File: src/rtl/frame_reader.sv
// -----------------------------------------------------------------------------
// frame_reader
//
// Scan-out stage between the VGA timing generator and color_mapper. For each
// pix_en strobe it fetches (when needed) one 32-bit word of the 1-bpp
// framebuffer from synchronous RAM and emits is_pixel with the coordinates it
// belongs to, a fixed three cycles after the strobe. It also owns the
// front/back buffer selection and swaps buffers on request, only at the
// falling edge of vertical sync.
//
// Ports:
//   Clk          system clock (only clock)
//   Reset_n      asynchronous active-low reset
//   pix_en       one-cycle strobe per pixel; DrawX/DrawY valid with it
//   DrawX/DrawY  current scan coordinates
//   VGA_VS       vertical sync, active low, synchronous to Clk
//   fb_rd_en     RAM read enable (one cycle per fetched word)
//   fb_rd_addr   RAM word address
//   fb_rd_data   RAM read data, valid one Clk after fb_rd_en
//   is_pixel     pixel lit
//   ReadX/ReadY  coordinates belonging to is_pixel
//   out_valid    one-cycle strobe: is_pixel/ReadX/ReadY updated
//   swap_req     level request from renderer: back buffer complete
//   swap_ack     one-cycle pulse: swap done
//   front_sel    buffer being scanned out; renderer draws into ~front_sel
// -----------------------------------------------------------------------------
module frame_reader #(
  parameter int H_ACTIVE       = 640,
  parameter int V_ACTIVE       = 480,
  parameter int WORDS_PER_LINE = 20,
  parameter int BUF_WORDS      = 9600
) (
  input  logic        Clk,
  input  logic        Reset_n,
  input  logic        pix_en,
  input  logic [9:0]  DrawX,
  input  logic [9:0]  DrawY,
  input  logic        VGA_VS,
  output logic        fb_rd_en,
  output logic [14:0] fb_rd_addr,
  input  logic [31:0] fb_rd_data,
  output logic        is_pixel,
  output logic [9:0]  ReadX,
  output logic [9:0]  ReadY,
  output logic        out_valid,
  input  logic        swap_req,
  output logic        swap_ack,
  output logic        front_sel
);

  localparam logic [9:0]  H_LIM    = 10'(H_ACTIVE);
  localparam logic [9:0]  V_LIM    = 10'(V_ACTIVE);
  localparam logic [14:0] BUF_BASE = 15'(BUF_WORDS);

  typedef enum logic [1:0] {
    SW_IDLE,
    SW_ARMED,
    SW_ACK
  } swap_state_t;

  // ---------------------------------------------------------------------------
  // Address generation for the incoming pixel
  // ---------------------------------------------------------------------------
  logic        active_in;
  logic        fetch_in;
  logic [14:0] line_base;
  logic [14:0] addr_in;

  assign active_in = (DrawX < H_LIM) && (DrawY < V_LIM);
  // A new word is needed only at the first pixel of each 32-pixel group.
  assign fetch_in  = active_in && (DrawX[4:0] == 5'd0);

  generate
    if (WORDS_PER_LINE == 20) begin : g_line_shift
      // y*20 as (y<<4)+(y<<2); fits in 15 bits for any legal line.
      assign line_base = ({5'd0, DrawY} << 4) + ({5'd0, DrawY} << 2);
    end else begin : g_line_mult
      assign line_base = {5'd0, DrawY} * 15'(WORDS_PER_LINE);
    end
  endgenerate

  assign addr_in = (front_sel ? BUF_BASE : 15'd0) + line_base + {10'd0, DrawX[9:5]};

  // ---------------------------------------------------------------------------
  // Pixel pipeline: S0 (issue) -> S1 (RAM access) -> output register
  // ---------------------------------------------------------------------------
  logic        s0_valid_reg;
  logic [9:0]  s0_x_reg;
  logic [9:0]  s0_y_reg;
  logic        s0_active_reg;
  logic        s1_valid_reg;
  logic [9:0]  s1_x_reg;
  logic [9:0]  s1_y_reg;
  logic        s1_active_reg;
  logic        s1_fetch_reg;
  logic [31:0] word_reg;

  always_ff @(posedge Clk or negedge Reset_n) begin
    if (!Reset_n) begin
      s0_valid_reg  <= 1'b0;
      s0_x_reg      <= 10'd0;
      s0_y_reg      <= 10'd0;
      s0_active_reg <= 1'b0;
      fb_rd_en      <= 1'b0;
      fb_rd_addr    <= 15'd0;
      s1_valid_reg  <= 1'b0;
      s1_x_reg      <= 10'd0;
      s1_y_reg      <= 10'd0;
      s1_active_reg <= 1'b0;
      s1_fetch_reg  <= 1'b0;
      word_reg      <= 32'd0;
      out_valid     <= 1'b0;
      is_pixel      <= 1'b0;
      ReadX         <= 10'd0;
      ReadY         <= 10'd0;
    end else begin
      // S0: capture the pixel; front_sel is sampled here so a later swap
      // cannot affect pixels already in flight.
      s0_valid_reg <= pix_en;
      fb_rd_en     <= pix_en && fetch_in;
      if (pix_en) begin
        s0_x_reg      <= DrawX;
        s0_y_reg      <= DrawY;
        s0_active_reg <= active_in;
        if (fetch_in) begin
          fb_rd_addr <= addr_in;
        end
      end

      // S1: RAM is reading; carry the pixel's context alongside.
      s1_valid_reg <= s0_valid_reg;
      s1_fetch_reg <= fb_rd_en;
      if (s0_valid_reg) begin
        s1_x_reg      <= s0_x_reg;
        s1_y_reg      <= s0_y_reg;
        s1_active_reg <= s0_active_reg;
      end

      // Output: the fetch pixel takes its bit straight from the returning
      // data, the rest of the group from the held word.
      out_valid <= s1_valid_reg;
      if (s1_valid_reg) begin
        ReadX <= s1_x_reg;
        ReadY <= s1_y_reg;
        if (s1_fetch_reg) begin
          word_reg <= fb_rd_data;
          is_pixel <= s1_active_reg && fb_rd_data[s1_x_reg[4:0]];
        end else begin
          is_pixel <= s1_active_reg && word_reg[s1_x_reg[4:0]];
        end
      end
    end
  end

  // ---------------------------------------------------------------------------
  // Buffer swap FSM
  // ---------------------------------------------------------------------------
  swap_state_t swap_state_reg;
  logic        vs_prev_reg;
  logic        vs_fall;

  // History resets high so a low VGA_VS right after reset is not an edge.
  assign vs_fall = vs_prev_reg && !VGA_VS;

  always_ff @(posedge Clk or negedge Reset_n) begin
    if (!Reset_n) begin
      swap_state_reg <= SW_IDLE;
      vs_prev_reg    <= 1'b1;
      front_sel      <= 1'b0;
      swap_ack       <= 1'b0;
    end else begin
      vs_prev_reg <= VGA_VS;
      swap_ack    <= 1'b0;
      case (swap_state_reg)
        SW_IDLE: begin
          if (swap_req) begin
            swap_state_reg <= SW_ARMED;
          end
        end
        SW_ARMED: begin
          // Once armed the request is committed even if swap_req drops.
          if (vs_fall) begin
            front_sel      <= ~front_sel;
            swap_state_reg <= SW_ACK;
          end
        end
        SW_ACK: begin
          swap_ack       <= 1'b1;
          swap_state_reg <= SW_IDLE;
        end
        default: begin
          swap_state_reg <= SW_IDLE;
        end
      endcase
    end
  end

endmodule

File: config.mk
export PLATFORM = sky130hd
export DESIGN_NAME = frame_reader
export DESIGN_NICKNAME = d
export VERILOG_FILES = /design/src/rtl/frame_reader.sv
export SDC_FILE = /design/constraint.sdc
export NUM_CORES = 1
export LEC_CHECK = 0
export CORE_ASPECT_RATIO = 0.7
export CORE_UTILIZATION = 55
export DETAILED_ROUTE_END_ITERATION = 16
export PLACE_DENSITY = 0.83
export SLEW_MARGIN = 40
export SYNTH_ARGS = -nofsm -noshare
export SYNTH_HDL_FRONTEND = slang
export SYNTH_SLANG_ARGS = --single-unit
File: constraint.sdc
create_clock -name Clk -period 6.98 [get_ports Clk]
set_input_delay 0.698 -clock Clk [delete_from_list [all_inputs] [get_ports Clk]]
set_output_delay 0.698 -clock Clk [all_outputs]
set_load 0.02 [all_outputs]
# Yosys cells after proc, flatten, opt, wreduce, memory -nomap -nowiden
# Index checks and enable logic that the tools add are counted.
[classes] n_addsub=3 order_cmp=3 eq_ne=4 mux=10 bitwise=1 reduce_logical=13
[op_table] cell="14-bit by 12-bit adder with 15-bit output" count=1
[op_table] cell="14-bit by 15-bit adder with 15-bit output" count=1
[op_table] cell="15-bit by 5-bit adder with 15-bit output" count=1
[op_table] cell="14-bit 2-to-1 mux" count=1
[op_table] cell="1-bit binary-select mux with 5-bit select" count=2
[op_table] cell="10-bit < comparator, second input constant" count=1
[op_table] cell="10-bit by 9-bit < comparator with 1-bit output, second input constant" count=1
[op_table] cell="2-bit AND reduction" count=4
[op_table] cell="1-bit logical AND" count=6
[op_table] cell="5-bit by 6-bit < comparator with 1-bit output, second input constant" count=1
[op_table] cell="5-bit zero test" count=1
[op_table] cell="1-bit 2-to-1 mux" count=4
[op_table] cell="2-bit 2-to-1 mux" count=2
[op_table] cell="2-bit != test, second input constant" count=2
[op_table] cell="2-bit one-hot mux with 2 select lines" count=1
[op_table] cell="2-bit by 1-bit equality test with 1-bit output, second input constant" count=1
[op_table] cell="2-bit equality test, second input constant" count=1
[op_table] cell="2-bit zero test" count=1
[op_table] cell="1-bit zero test" count=1
[op_table] cell="1-bit NOT" count=1
[totals] reg_bits=120 in_bits=57 elab_cells=54

# Longest topological paths before layout
[logic_depth] ltp_word=4 depth_mapped=10

# Worst setup path after synthesis
# OpenSTA, ideal clock, no wires.
[synth_timing] path_type="input to register" from="in DrawX[9]" to="reg fb_rd_addr[14]" arrival_time_ns=2.603 required_ns=6.851 slack_ns=4.249 cell_stages=10 cell_sequence="inv_1 -> fa_1 -> inv_1 -> ha_1 -> a211oi_1 -> o21bai_1 -> a31o_2 -> a21boi_0 -> or3_1 -> a31oi_1"
[synth_between] elab_chain_len=4
[synth_lines] element="start, declared" line="36" rtl="input logic [9:0] DrawX,"
[synth_lines] element="10-bit < comparator" line="69" rtl="assign active_in = (DrawX < H_LIM) && (DrawY < V_LIM);"
[synth_lines] element="1-bit logical AND" line="69"
[synth_lines] element="1-bit logical AND" line="71" rtl="assign fetch_in = active_in && (DrawX[4:0] == 5'd0);"
[synth_lines] element="2-bit AND reduction (no source line)"
[synth_lines] element="end signal, assigned" line="126" rtl="fb_rd_addr <= addr_in;"
[synth_lines] element="end, declared" line="40" rtl="output logic [14:0] fb_rd_addr,"
# Several ways; a longest one is shown, not always the timed one.
# A chain may end at the register's enable or synchronous reset.

# Worst setup path in the final report
[layout_timing] from="in DrawY[2]" to="reg fb_rd_addr[11]"
[layout_between] elab_chain_len=4
[layout_lines] element="start, declared" line="37" rtl="input logic [9:0] DrawY,"
[layout_lines] element="parallel branches: the longest is 4 deep, another holds 14-bit by 12-bit adder with 15-bit output"
# Parallel ways; which one is timed is not known.

==> flow_summary.ini <==
[outcome]
status = complete, no violations

[final_layout]
final_cell_mix = 117 x dfrtp_1, 94 x clkdlybuf4s50_1, 93 x mux2_2
final_cells = 649
final_util_pct = 74.5
nets = 587
layout-drive-gt1-share_pct = 28.6
num_antenna_cells = 0
final_common_cell = dfrtp_1
syn2layout_area_growth_pct = 30.4
largest_reg_flops = 32
postLayoutCellArea_um2 = 7270

[worst_setup_path]
end_kind = flip-flop
cp.required_ns = 7.24
crit_arrival_ns = 3.41
cp-start-kind = input port
crit_fanout = 4
critPathKind = input port to flip-flop

[detailed_routing]
drtIter0Drc = 261
avgViaCountPerCell = 5.71
final_antenna_net_count = 0
routed_wl_mm = 12.6
drc = 0
vias = 3708
firstDrtPassIters = 4
wl_per_cell_um = 19.4

[logic_synthesis]
yosys_warnings = 0
synth_cell_types = 43
synth_edf_count = 0
syn_inst = 409
yosysSeqAreaShare_pct = 53.8
synth.avg_cell_area_um2 = 13.6
synth_nets = 488
netlist_area_um2 = 5580
yosysTopAreaCell = dfrtp_1
yosys-top-cells-area = dfrtp_1 53%, mux2_2 19%, mux4_2 6.9%
synth_ff_type = dfrtp_1
synth-async-reset-ratio_pct = 100
synth_top_cell_area_share_pct = 53.4
ys_seq_elements = 120

[timing]
final_max_slew_viol_count = 0
worst_pin_slew_ns = 0.789
timing.setup.tns_ns = 0
rsz0062_at_grt = false
setup_violations = 0
period_minus_slack_ns = 3.15
maxSlewHeadroom_pct = 47.4
finalCritPeriodShare_pct = 45.2
finalHoldViolations = 0
fmax_mhz = 317
finClkSkew_ns = 0.00724

[grt]
grt-ovfl-total = 0
grt_pass1_wl_mm = 20.7
antenna_found_initial = 0
grt_max_degree = 80
grtUsageTotal_pct = 26.4
grt_pass1_vias = 3953

[power_and_ir_drop]
intPower_mw = 1.73
finalPower_mw = 2.38
power_density_nw_per_um2 = 327
p_switching_mw = 0.646
ir_worst_vdd_mv = 0.201
combPwrFrac_pct = 23.5
p_sw_share_pct = 27.2
power_leakage_nw = 3.15
p_clk_share_pct = 39.7
pwr-share-seq_pct = 36.8

[cts]
clock_path_buffers = 2
post_cts_buffers = 0
cts_tree = yes
clock_sinks = 120
cts_max_level = 4
path_clk_slew_ns = 0.05
holdBufCountCts = 0
cts_resized = 0
root_buffer = clkbuf_16
clkLatencyLatePin_ns = 0.41
cts_made_buffers = 17

[die]
dieHeight_um = 86.3
coreArea_um2 = 9760
fp.dieW_um = 122
io_pins = 97
die_area_um2 = 10600
row_count = 30
start_util_pct = 57.2

[placed_design]
dp.cells = 617
portBuffers = 96
place_area_um2 = 6640
dp_hpwl_mm = 8.62
gp_congestion = 0.869

[hold_path]
holdCritPathClass = input port to asynchronous set/reset pin

[flow_run]
drv_cap = 0
## cell type report
| class | instances | area, um^2 |
|---|---|---|
| fill | 633 | 2480 |
| sequential | 120 | 3010 |
| tap | 128 | 160 |
| clock inverter | 9 | 170 |
| multi-input combinational | 247 | 2400 |
| timing repair buffer | 99 | 980 |
| inverter | 23 | 87.6 |
| clock buffer | 23 | 468 |
## cells by family after synthesis
kind of cell | after synthesis | share of synthesized area (%)
DFF | 120 | 53.8
buffers and inverters | 42 | 3.09
xor gates and xnor gates | 7 | 1.10
adders and majority gates | 22 | 5.61
AOI/OAI and AO/OA | 43 | 4.71
muxes | 113 | 26.2
and+or+nand+nor | 62 | 5.47
## layer usage
metal | GRT usage [%] | share of wire [%] | vias to the layer above
met5 | 0 | 0 | -
met4 | 9.20 | 1.1 | 0
met3 | 5.99 | 5.3 | 18
met2 | 40.3 | 47 | 121
met1 | 37.4 | 47 | 1899
li1 | - | - | 1670
## cells in the mapped netlist (4+ instances only)
cell and instances:
clkbuf_1 8, nand2_1 30, buf_2 5, a21oi_1 10, nand4_1 4, o21ai_1 7, mux4_2 17, nor2_1 7
inv_1 22, xnor2_1 4, buf_1 5, nor3_1 6, fa_1 5, ha_1 17, dfrtp_1 119, o21ai_0 8
mux2_2 93
## final timing paths
check / startpoint / to / slack (ns) / depth (start not counted)
hold / removal: Reset_n / ReadX[2]$_DFFE_PN0P_ / 0.26 / 1
min in group Clk: fb_rd_en$_DFF_PN0_ / s1_fetch_reg$_DFF_PN0_ / 0.38 / 0
hold reg to reg: fb_rd_en$_DFF_PN0_ / s1_fetch_reg$_DFF_PN0_ / 0.38 / 0
max in group asynchronous: Reset_n / s0_valid_reg$_DFF_PN0_ / 5.60 / 2
setup / recovery: DrawY[2] / fb_rd_addr[11]$_DFFE_PN0P_ / 3.83 / 10
setup reg to reg: front_sel$_DFFE_PN0P_ / fb_rd_addr[14]$_DFFE_PN0P_ / 4.36 / 10
## power by group through the flow
stage               Combinational [mW]  Sequential, mW  Clock (mW)
global placement                 0.530           0.878           0
floorplan                        0.305           0.899           0
detailed placement               0.546           0.884           0
global route                     0.599           0.889       0.988
CTS                              0.556           0.875       0.955
finish                           0.560           0.875       0.945
## metrics by stage
stage	setup slack (ns)	hold slack, ns
2_1_floorplan	4.25	0.352
4_1_cts	3.89	0.268
3_5_place_dp	3.48	0.374
5_1_grt	3.71	0.304
6_report	3.83	0.265
3_3_place_gp	3.48	0.380
## critical path, stage by stage
cell             delay [ns]
clkdlybuf4s50_1        0.54
inv_1                  0.08
fa_1                   0.50
fa_1                   0.49
nor2b_1                0.14
o21a_1                 0.15
o21ai_0                0.17
a211oi_1               0.41
o21a_1                 0.17
o31ai_1                0.07
(Power assumes the default switching activity.)
